<file path="src/rtl/csa_pkg.sv">
// Shared types and helpers for the chunked carry-save resolver.
package csa_pkg;

   typedef enum logic [1:0] {
      ST_IDLE = 2'd0,
      ST_BUSY = 2'd1,
      ST_DONE = 2'd2
   } state_e;

   function automatic int num_chunks(input int width, input int chunk);
      return width / chunk;
   endfunction

   function automatic bit chunk_ok(input int width, input int chunk);
      return (chunk > 0) && (width >= chunk) && ((width % chunk) == 0);
   endfunction

endpackage

</file>
<file path="src/rtl/csa_chunk_adder.sv">
// Combinational CHUNK-bit adder slice with carry-in and carry-out.
module csa_chunk_adder #(
   parameter int CHUNK = 8
) (
   input  logic [CHUNK-1:0] a_i,
   input  logic [CHUNK-1:0] b_i,
   input  logic             c_i,
   output logic [CHUNK-1:0] s_o,
   output logic             c_o
);

   assign {c_o, s_o} = {1'b0, a_i} + {1'b0, b_i} + {{CHUNK{1'b0}}, c_i};

endmodule

</file>
<file path="src/rtl/csa_resolver.sv">
// Resolves a sum/carry pair into binary, one CHUNK-bit slice per cycle.
module csa_resolver
   import csa_pkg::*;
#(
   parameter int WIDTH = 32,
   parameter int CHUNK = 8
) (
   input  logic             i_clk,
   input  logic             i_rst_n,
   input  logic             i_valid,
   output logic             o_ready,
   input  logic [WIDTH-1:0] i_sum,
   input  logic [WIDTH-1:0] i_carry,
   output logic             o_valid,
   input  logic             i_ready,
   output logic [WIDTH:0]   o_result
);

   localparam int N  = num_chunks(WIDTH, CHUNK);
   localparam int KW = (N > 1) ? $clog2(N) : 1;
   localparam logic [KW-1:0] K_LAST = KW'(N - 1);

   if (!chunk_ok(WIDTH, CHUNK)) begin : g_bad_chunk
      $error("csa_resolver: WIDTH must be a multiple of CHUNK");
   end

   state_e           state_q;
   logic [KW-1:0]    k_q;
   logic             c_q;
   logic [WIDTH-1:0] sum_q;
   logic [WIDTH-1:0] car_q;
   logic [WIDTH:0]   res_q;
   logic             ready_q;
   logic             valid_q;

   int               base;
   logic [CHUNK-1:0] a_k;
   logic [CHUNK-1:0] b_k;
   logic [CHUNK-1:0] s_d;
   logic             c_d;

   assign base = int'(k_q) * CHUNK;
   assign a_k  = sum_q[base +: CHUNK];
   assign b_k  = car_q[base +: CHUNK];

   csa_chunk_adder #(
      .CHUNK(CHUNK)
   ) u_add (
      .a_i(a_k),
      .b_i(b_k),
      .c_i(c_q),
      .s_o(s_d),
      .c_o(c_d)
   );

   always_ff @(posedge i_clk) begin
      if (!i_rst_n) begin
         state_q <= ST_IDLE;
         k_q     <= '0;
         c_q     <= 1'b0;
         sum_q   <= '0;
         car_q   <= '0;
         res_q   <= '0;
         ready_q <= 1'b1;
         valid_q <= 1'b0;
      end else begin
         case (state_q)
            ST_IDLE: begin
               if (i_valid && ready_q) begin
                  sum_q   <= i_sum;
                  car_q   <= i_carry;
                  k_q     <= '0;
                  c_q     <= 1'b0;
                  state_q <= ST_BUSY;
                  ready_q <= 1'b0;
               end
            end
            ST_BUSY: begin
               res_q[base +: CHUNK] <= s_d;
               c_q <= c_d;
               k_q <= k_q + KW'(1);
               // Last slice also lands the final carry-out in the top bit.
               if (k_q == K_LAST) begin
                  res_q[WIDTH] <= c_d;
                  state_q      <= ST_DONE;
                  valid_q      <= 1'b1;
               end
            end
            ST_DONE: begin
               if (i_ready) begin
                  state_q <= ST_IDLE;
                  valid_q <= 1'b0;
                  ready_q <= 1'b1;
               end
            end
            default: begin
               state_q <= ST_IDLE;
               valid_q <= 1'b0;
               ready_q <= 1'b1;
            end
         endcase
      end
   end

   assign o_ready  = ready_q;
   assign o_valid  = valid_q;
   assign o_result = res_q;

endmodule

</file>
<file path="config.mk">
export PLATFORM = sky130hd
export DESIGN_NAME = csa_resolver
export DESIGN_NICKNAME = d
export VERILOG_FILES = /design/src/rtl/csa_pkg.sv /design/src/rtl/csa_chunk_adder.sv /design/src/rtl/csa_resolver.sv
export SDC_FILE = /design/constraint.sdc
export NUM_CORES = 1
export LEC_CHECK = 0
export BUFFER_PORTS_ARGS = -buffer_cell sky130_fd_sc_hd__buf_2
export CORE_MARGIN = 3
export CORE_UTILIZATION = 50
export DETAILED_ROUTE_END_ITERATION = 7
export PLACE_DENSITY = 0.77
export SETUP_SLACK_MARGIN = 0.05
export SYNTH_ARGS = -nofsm -noshare
export SYNTH_HDL_FRONTEND = slang
export SYNTH_SLANG_ARGS = --single-unit
</file>
<file path="constraint.sdc">
create_clock -name i_clk -period 4.3 [get_ports i_clk]
set_clock_uncertainty 0.05 [all_clocks]
set_input_delay 0.645 -clock i_clk [delete_from_list [all_inputs] [get_ports i_clk]]
set_output_delay 0.645 -clock i_clk [all_outputs]
set_load 0.1 [all_outputs]
</file>
==> flow_summary.toml, run 1 <==
[outcome]
outcome = "complete, no violations"

[worst_setup_path]
cp_slowest_cell = "mux4_2"
reg2reg_depth = 9
path_cells = "buf_4 -> mux4_2 -> fa_1 -> fa_1 -> a21oi_1 -> o21ai_0 -> a21oi_1 -> xor2_1 -> o21ai_0"
cp-end-kind = "register"
reg2reg_to = "o_result[30]"
required_ns = 4.50
reg2reg_slack_ns = 1.16
cp-start-kind = "register"
crit_fanout = 13
arrival_ns = 3.34
r2r_start = "k_q[0]"
crit_family = "adder cells"
critPathBufInv = 1
slowest_delay_ns = 0.55
critPathKind = "register to register"

[worst_hold_path]
min_path_cells = 2
hp-start = "o_result[23]"
hold_end = "o_result[23]"
min_path_type = "register to register"

[power_and_ir_drop]
powerDensity_mw_per_mm2 = 349.3
combPwrFrac = 0.162
swShare = 0.2944
ir_drop_uv = 308.7
pwr-share-clk = 0.292
p_leak_nw = 2.207
seqPwrFrac = 0.546
power.switching_mw = 0.5589
internal-power_mw = 1.340
totalPowerFinal_mw = 1.899

[floorplanning]
initial_core_util = 0.5267
coreArea_mm2 = 0.008891
fp.dieArea_mm2 = 0.01056
ios = 103
die_y_um = 102.8
die_w_um = 102.8
num_rows = 34

[timing]
drv_slew = 0
hold_viol = 0
period_needed_ns = 3.138
worstMarginPinSlew_ns = 1.147
tns_ns = 0
fin_hold_ws_ns = 0.4143
setup_viol = 0
relSlewSlack = 0.2352
grt_setup_unrepaired = "no"
final.period_utilization = 0.7298
fmax_ghz = 0.3187

[layout]
final_cell_mix = "nand2_1 (139), dfxtp_1 (104), buf_2 (102)"
layout_commonest_cell = "nand2_1"
nets = 670
area_growth_syn_to_layout_pct = 16.06
fin_util = 0.6113
antennaDiodeCount = 0
drive_gt1_frac = 0.2572

[grt]
grt_start_max_net_pins = 79
grt_pass1_vias = 3624
grtUsageTotal = 0.2077
grt_pass1_wl_mm = 17.28
grt.overflow.total = 0
antenna_found_initial = 0

[cts]
clock_path_buffers = 2
cts-hold-fix-buffers = 0
cts_tree = "yes"
post_cts_resized = 0
clock-sinks = 104
cts_buffers = 9
post_cts_buffers = 0
h-tree-depth = 3
path_clk_slew_ns = 0.09
insertion_delay_ns = 0.38
cts_root_buf = "clkbuf_8"

[synthesis]
syn-num-nets = 581
synth_cells = 497
yosysSeqAreaShare = 0.4446
ys_seq_elements = 104
async_flop_share = 0
synth-main-ff-cell = "dfxtp_1"
ys_types = 42
synth_edf_count = 0
syn_avg_cell_area_um2 = 9.423
synthesis.yosys.warnings = 0
synth_area_mm2 = 0.004683

[routing]
wl_per_cell_um = 15.10
drt_iter0_markers = 122
final_antenna_net_count = 0
via_per_inst = 5.401
wirelength_mm = 10.55
num_vias = 3775
firstDrtPassIters = 4
drc = 0

[flow_run]
cap_viol_max_count = 0

[placed_design]
gp_congestion = 0.8177
portBuffers = 102
dp_hpwl_mm = 7.866
==> synth_stat cells (2+ instances only) <==
cell	n	share of area
a22oi_1	20	0.032
inv_1	3	0.0024
o21ai_0	7	0.0075
buf_2	2	0.0021
a21oi_1	5	0.0053
nor4b_4	3	0.015
a211oi_1	2	0.0032
mux4_2	16	0.077
nand2_2	2	0.0027
nand3_1	17	0.018
nor2b_1	21	0.028
clkbuf_1	22	0.018
buf_1	4	0.0032
o31ai_1	2	0.0032
dfxtp_1	104	0.44
and2_1	3	0.0040
o21a_1	3	0.0048
ha_1	14	0.037
a21boi_0	67	0.11
nor2_1	3	0.0024
nand2_4	3	0.0072
o2111ai_1	2	0.0037
xnor2_1	2	0.0037
fa_1	2	0.0085
xor2_1	3	0.0056
o21ai_1	9	0.0096
nand2_1	139	0.11
nand2b_1	3	0.0040
==> power by group through the flow <==
stage / Clock [mW] / Combinational, mW / Sequential, mW
final: 0.555 / 0.308 / 1.04
after global routing: 0.608 / 0.342 / 1.04
after CTS: 0.568 / 0.311 / 1.04
after detailed placement: 0 / 0.310 / 1.06
after global placement: 0 / 0.301 / 1.06
after floorplan: 0 / 0.196 / 1.08
==> cell type report <==
class	instances	area [um2]
clock buffers	9	123.9
fillers	787	3456
flip-flops and latches	104	2082
well taps	108	135.1
inverters	3	11.26
repair buffers	108	555.5
multi-input cells	360	2475
clock inverters	7	52.55
==> sequential cells by signal (all words and copies together) (netlist names) <==
register	cells
state_q	2
o_ready	1
k_q	2
car_q	32
c_q	1
o_valid	1
o_result	33
sum_q	32
==> worst max-delay path by stage <==
stage | to | cells past startpoint | slack [ns] | startpoint
finish | o_result[30] | 9 | 1.16 | k_q[0]
global route | o_result[30] | 8 | 0.94 | k_q[1]
CTS | o_result[30] | 9 | 1.16 | k_q[0]
detailed placement | o_result[30] | 9 | 1.17 | k_q[0]
global placement | o_result[6] | 9 | 1.25 | k_q[0]
floorplan | o_result[30] | 9 | 1.21 | k_q[0]
==> per-stage QoR <==
step	setup WS, ns	cell area, um2	instances
5_1_grt	0.9393	5435	699
6_report	1.162	5435	699
3_5_place_dp	1.174	5259	683
2_1_floorplan	1.208	4683	497
4_1_cts	1.162	5435	699
3_3_place_gp	1.255	5259	683
==> metal layers <==
| metal | global-route usage | vias up | part of all wire |
|---|---|---|---|
| li1 | - | 1901 | - |
| met1 | 0.2881 | 1761 | 0.47 |
| met2 | 0.3327 | 106 | 0.47 |
| met3 | 0.04398 | 7 | 0.049 |
| met4 | 0.05378 | 0 | 0.0078 |
| met5 | 0 | - | 0 |
==> worst min-delay path, cell delays in order, from the launching register on <==
cell and delay, ns:
dfxtp_1 0.32, nand3_1 0.06, o21ai_1 0.05
==> cells by family (layout without fill, tap and decap cells) <==
| logic type | after synthesis | in the layout | share of synthesized area |
|---|---|---|---|
| multiplexers | 17 | 17 | 0.07935 |
| AO/OA/AOI/OAI | 120 | 120 | 0.1814 |
| flip-flops | 104 | 104 | 0.4446 |
| XOR/XNOR | 5 | 5 | 0.009352 |
| buffers and inverters | 33 | 127 | 0.02939 |
| adder cells (fa/ha/maj) | 16 | 16 | 0.04595 |
| AND/OR/NAND/NOR | 202 | 202 | 0.2100 |
No activity file was read; power rests on OpenSTA's default activity.
==> run 2, diff against run 1 <==
==> constraint.sdc (replaced) <==
create_clock -name i_clk -period 2.9 [get_ports i_clk]
set_clock_uncertainty 0.05 [all_clocks]
set_input_delay 0.435 -clock i_clk [delete_from_list [all_inputs] [get_ports i_clk]]
set_output_delay 0.435 -clock i_clk [all_outputs]
set_load 0.1 [all_outputs]
==> flow_summary.toml, run 2 (synthesis gave the netlist of run 1 again) <==
[cts]
clock-sinks = 104
path_clk_slew_ns = 0.10
clock_path_buffers = 2
insertion_delay_ns = 0.36
cts_buffers = 9
cts_tree = "yes"
cts-hold-fix-buffers = 0
cts_root_buf = "clkbuf_8"
h-tree-depth = 3
post_cts_buffers = 0

[grt]
antenna_found_initial = 0
grt.overflow.total = 0
grt_start_max_net_pins = 65
grtUsageTotal = 0.2126
grt_pass1_wl_mm = 17.71
grt_pass1_vias = 3675

[layout]
design_area_mm2 = 0.005522
final_cell_mix = "nand2_1 (139), dfxtp_1 (103), buf_2 (102)"
antennaDiodeCount = 0
largest_reg_flops = 33
register_area_mm2 = 0.002086
fin_util = 0.6210
nets = 674
area_growth_syn_to_layout_pct = 17.90
instances_no_fill = 703
nFillCells = 747
drive_gt1_frac = 0.2706
layout_commonest_cell = "nand2_1"
multi_input_area_mm2 = 0.002489

[worst_setup_path]
arrival_ns = 2.94
critPathKind = "register to register"
crit_fanout = 4
required_ns = 3.10
cp-start-kind = "register"
cp-end-kind = "register"

[timing]
relSlewSlack = 0.6068
setup_viol = 0
period_needed_ns = 2.738
final.period_utilization = 0.9442
hold_viol = 0
worstMarginPinSlew_ns = 0.5899
drv_slew = 0
grt_setup_unrepaired = "no"
fmax_ghz = 0.3652
fin_hold_ws_ns = 0.2573
fin_ws_ns = 0.1618
tns_ns = 0

[routing]
firstDrtPassIters = 4
drt_iter0_markers = 187
via_per_inst = 5.469
num_vias = 3845
final_antenna_net_count = 0
wl_per_cell_um = 15.37
drc = 0
wirelength_mm = 10.81

[floorplanning]
die_y_um = 102.8
ios = 103
die_w_um = 102.8
coreArea_mm2 = 0.008891
initial_core_util = 0.5267
fp.dieArea_mm2 = 0.01056
num_rows = 34

[placed_design]
place_ws_ns = 0.06763
dp_hpwl_mm = 8.036
place_inst = 687
gp_congestion = 0.8023
placed_area_mm2 = 0.005308
portBuffers = 102

[power_and_ir_drop]
powerDensity_mw_per_mm2 = 531.2
ir_drop_uv = 280.9
totalPowerFinal_mw = 2.933
p_leak_nw = 2.242

[worst_hold_path]
min_path_type = "input port to register"

[flow_run]
cap_viol_max_count = 0

[outcome]
outcome = "complete, no violations"
run 2: layout make-up:
| cell class | count | share of cell area |
|---|---|---|
| clock buffer | 10 | 0.02493 |
| inverter | 3 | 0.002039 |
| multi-input combinational | 360 | 0.4507 |
| clock inverter | 6 | 0.01178 |
| tap | 108 | 0.02447 |
| sequential | 104 | 0.3777 |
| timing repair buffer | 112 | 0.1083 |
run 2: worst paths after layout:
path,cells past startpoint,slack (ns),to,startpoint
worst max-delay path,8,0.16,o_result[22],k_q[0]
worst max register to register,8,0.16,o_result[22],k_q[0]
worst min register to register,2,0.42,car_q[21],car_q[21]
worst min-delay path,3,0.26,sum_q[31],i_sum[31]
run 2: report_power, final:
| group | leakage, nW | total, mW | switching [mW] | internal, mW |
|---|---|---|---|---|
| registers | 0.848 | 1.53 | 0.0397 | 1.49 |
| clock network | 0.103 | 0.924 | 0.497 | 0.426 |
| logic | 1.29 | 0.478 | 0.291 | 0.186 |
run 2: routing by layer:
metal	wire length, um	up-vias	track usage
li1	-	1901	-
met1	5050	1803	0.2916
met2	4900	126	0.3366
met3	671	15	0.05345
met4	184	0	0.05777
met5	0	-	0
run 2: worst max-delay path, cell delays in order (launching register included):
cell and delay (ns):
dfxtp_4 0.38, mux4_2 0.52, fa_2 0.40, fa_2 0.38, a21oi_2 0.16, o21ai_0 0.13, a21oi_1 0.20, xor2_1 0.29
o21ai_1 0.12
run 2: repair_timing:
item / 4_1_cts / 5_1_grt
endpoints found under the setup margin: 1 / 12
resized for setup: 1 / 2
pin swaps: 0 / 1
hold endpoints to repair: 0 / 0
==> run 3, diff against run 2 <==
==> constraint.sdc (replaced) <==
create_clock -name i_clk -period 3.15 [get_ports i_clk]
set_clock_uncertainty 0.05 [all_clocks]
set_input_delay 0.4725 -clock i_clk [delete_from_list [all_inputs] [get_ports i_clk]]
set_output_delay 0.4725 -clock i_clk [all_outputs]
set_load 0.1 [all_outputs]
==> flow_summary.toml, run 3 (synthesis gave the netlist of run 1 again) <==
[worst_setup_path]
reg2reg_slack_ns = 0.25
r2r_start = "k_q[0]"
required_ns = 3.35
cp-start-kind = "register"
cp-end-kind = "register"
reg2reg_depth = 8
critPathLaunch = "k_q[0]"
crit_fanout = 4
arrival_ns = 3.11
reg2reg_to = "o_result[30]"
critPathKind = "register to register"

[floorplanning]
coreArea_mm2 = 0.008891
die_w_um = 102.8
initial_core_util = 0.5267
num_rows = 34
die_y_um = 102.8
fp.dieArea_mm2 = 0.01056
ios = 103

[power_and_ir_drop]
totalPowerFinal_mw = 2.638
ir_drop_uv = 273.9
p_leak_nw = 2.230
powerDensity_mw_per_mm2 = 481.4

[cts]
clock-sinks = 104
cts-hold-fix-buffers = 0
clock_path_buffers = 2
cts_buffers = 9
path_clk_slew_ns = 0.10
h-tree-depth = 3
insertion_delay_ns = 0.37
cts_root_buf = "clkbuf_8"
cts_tree = "yes"

[layout]
drive_gt1_frac = 0.2643
final_cell_mix = "nand2_1 (139), dfxtp_1 (103), buf_2 (102)"
multi_input_area_mm2 = 0.002482
antennaDiodeCount = 0
largest_reg_flops = 33
nets = 673
nFillCells = 765
layout_commonest_cell = "nand2_1"
design_area_mm2 = 0.005480
register_area_mm2 = 0.002083
area_growth_syn_to_layout_pct = 17.02

[grt]
grt.overflow.total = 0
antenna_found_initial = 0
grt_start_max_net_pins = 65
grt_pass1_wl_mm = 18.04
grt_pass1_vias = 3754
grtUsageTotal = 0.2181

[routing]
via_per_inst = 5.395
drc = 0
firstDrtPassIters = 4
num_vias = 3787
wl_per_cell_um = 15.50
final_antenna_net_count = 0
wirelength_mm = 10.88
drt_iter0_markers = 160

[timing]
grt_setup_unrepaired = "no"
period_needed_ns = 2.901
worstMarginPinSlew_ns = 0.7573
fmax_ghz = 0.3447
setup_viol = 0
hold_viol = 0
relSlewSlack = 0.4946
final.period_utilization = 0.9210
tns_ns = 0
fin_hold_ws_ns = 0.2893
drv_slew = 0

[placed_design]
gp_congestion = 0.8305
dp_hpwl_mm = 8.240
placed_area_mm2 = 0.005281
portBuffers = 102

[worst_hold_path]
hp-start = "i_sum[30]"
min_path_cells = 3
min_path_type = "input port to register"
hold_end = "sum_q[30]"

[outcome]
outcome = "complete, no violations"

[flow_run]
cap_viol_max_count = 0
==> run 3: area by class of cell <==
| class | instances | area share |
|---|---|---|
| Clock inverter | 5 | 0.007078 |
| Clock buffer | 11 | 0.02763 |
| Tap cell | 108 | 0.02466 |
| Multi-Input combinational cell | 360 | 0.4530 |
| Timing Repair Buffer | 111 | 0.1055 |
| Sequential cell | 104 | 0.3801 |
| Inverter | 3 | 0.002055 |
==> run 3: what timing repair did <==
item | CTS | global route
setup endpoints to repair | 0 | 7
resized for setup | 0 | 2
buffers inserted | 0 | 0
==> run 3: critical path: stages (launching register included) <==
cell and delay [ns]:
dfxtp_2 0.39, mux4_2 0.52, fa_1 0.47, fa_1 0.42, a21oi_1 0.19, o21ai_0 0.14, a21oi_1 0.24, xor2_2 0.26
o21ai_0 0.12
==> run 3: where the power goes <==
| group | switching, mW | internal [mW] |
|---|---|---|
| clock | 0.461 | 0.337 |
| combinational | 0.263 | 0.163 |
| sequential | 0.0396 | 1.37 |
| total | 0.764 | 1.87 |
==> run 3: how the worst max path moves through the flow <==
stage	end	cells past startpoint
4_1_cts	o_result[30]	8
6_report	o_result[30]	8
3_5_place_dp	o_result[30]	8
5_1_grt	o_result[22]	8
2_1_floorplan	o_result[30]	9
3_3_place_gp	o_result[30]	8
==> run 3: through the flow <==
stage	setup WS, ns	utilization	instances
after floorplan	0.05839	-	497
after detailed placement	0.1300	0.5940	686
after CTS	0.1089	0.6154	702
final	0.2490	0.6164	702
after global placement	0.2166	0.5940	686
after global routing	0.03616	0.6164	702
==> run 3: layer usage <==
metal | global-route usage | wire [um] | share of wire | vias up
met5 | 0 | 0 | 0 | -
met4 | 0.05876 | 195 | 0.018 | 0
li1 | - | - | - | 1906
met2 | 0.3491 | 5114 | 0.47 | 101
met3 | 0.05413 | 625 | 0.057 | 14
met1 | 0.2970 | 4947 | 0.45 | 1766
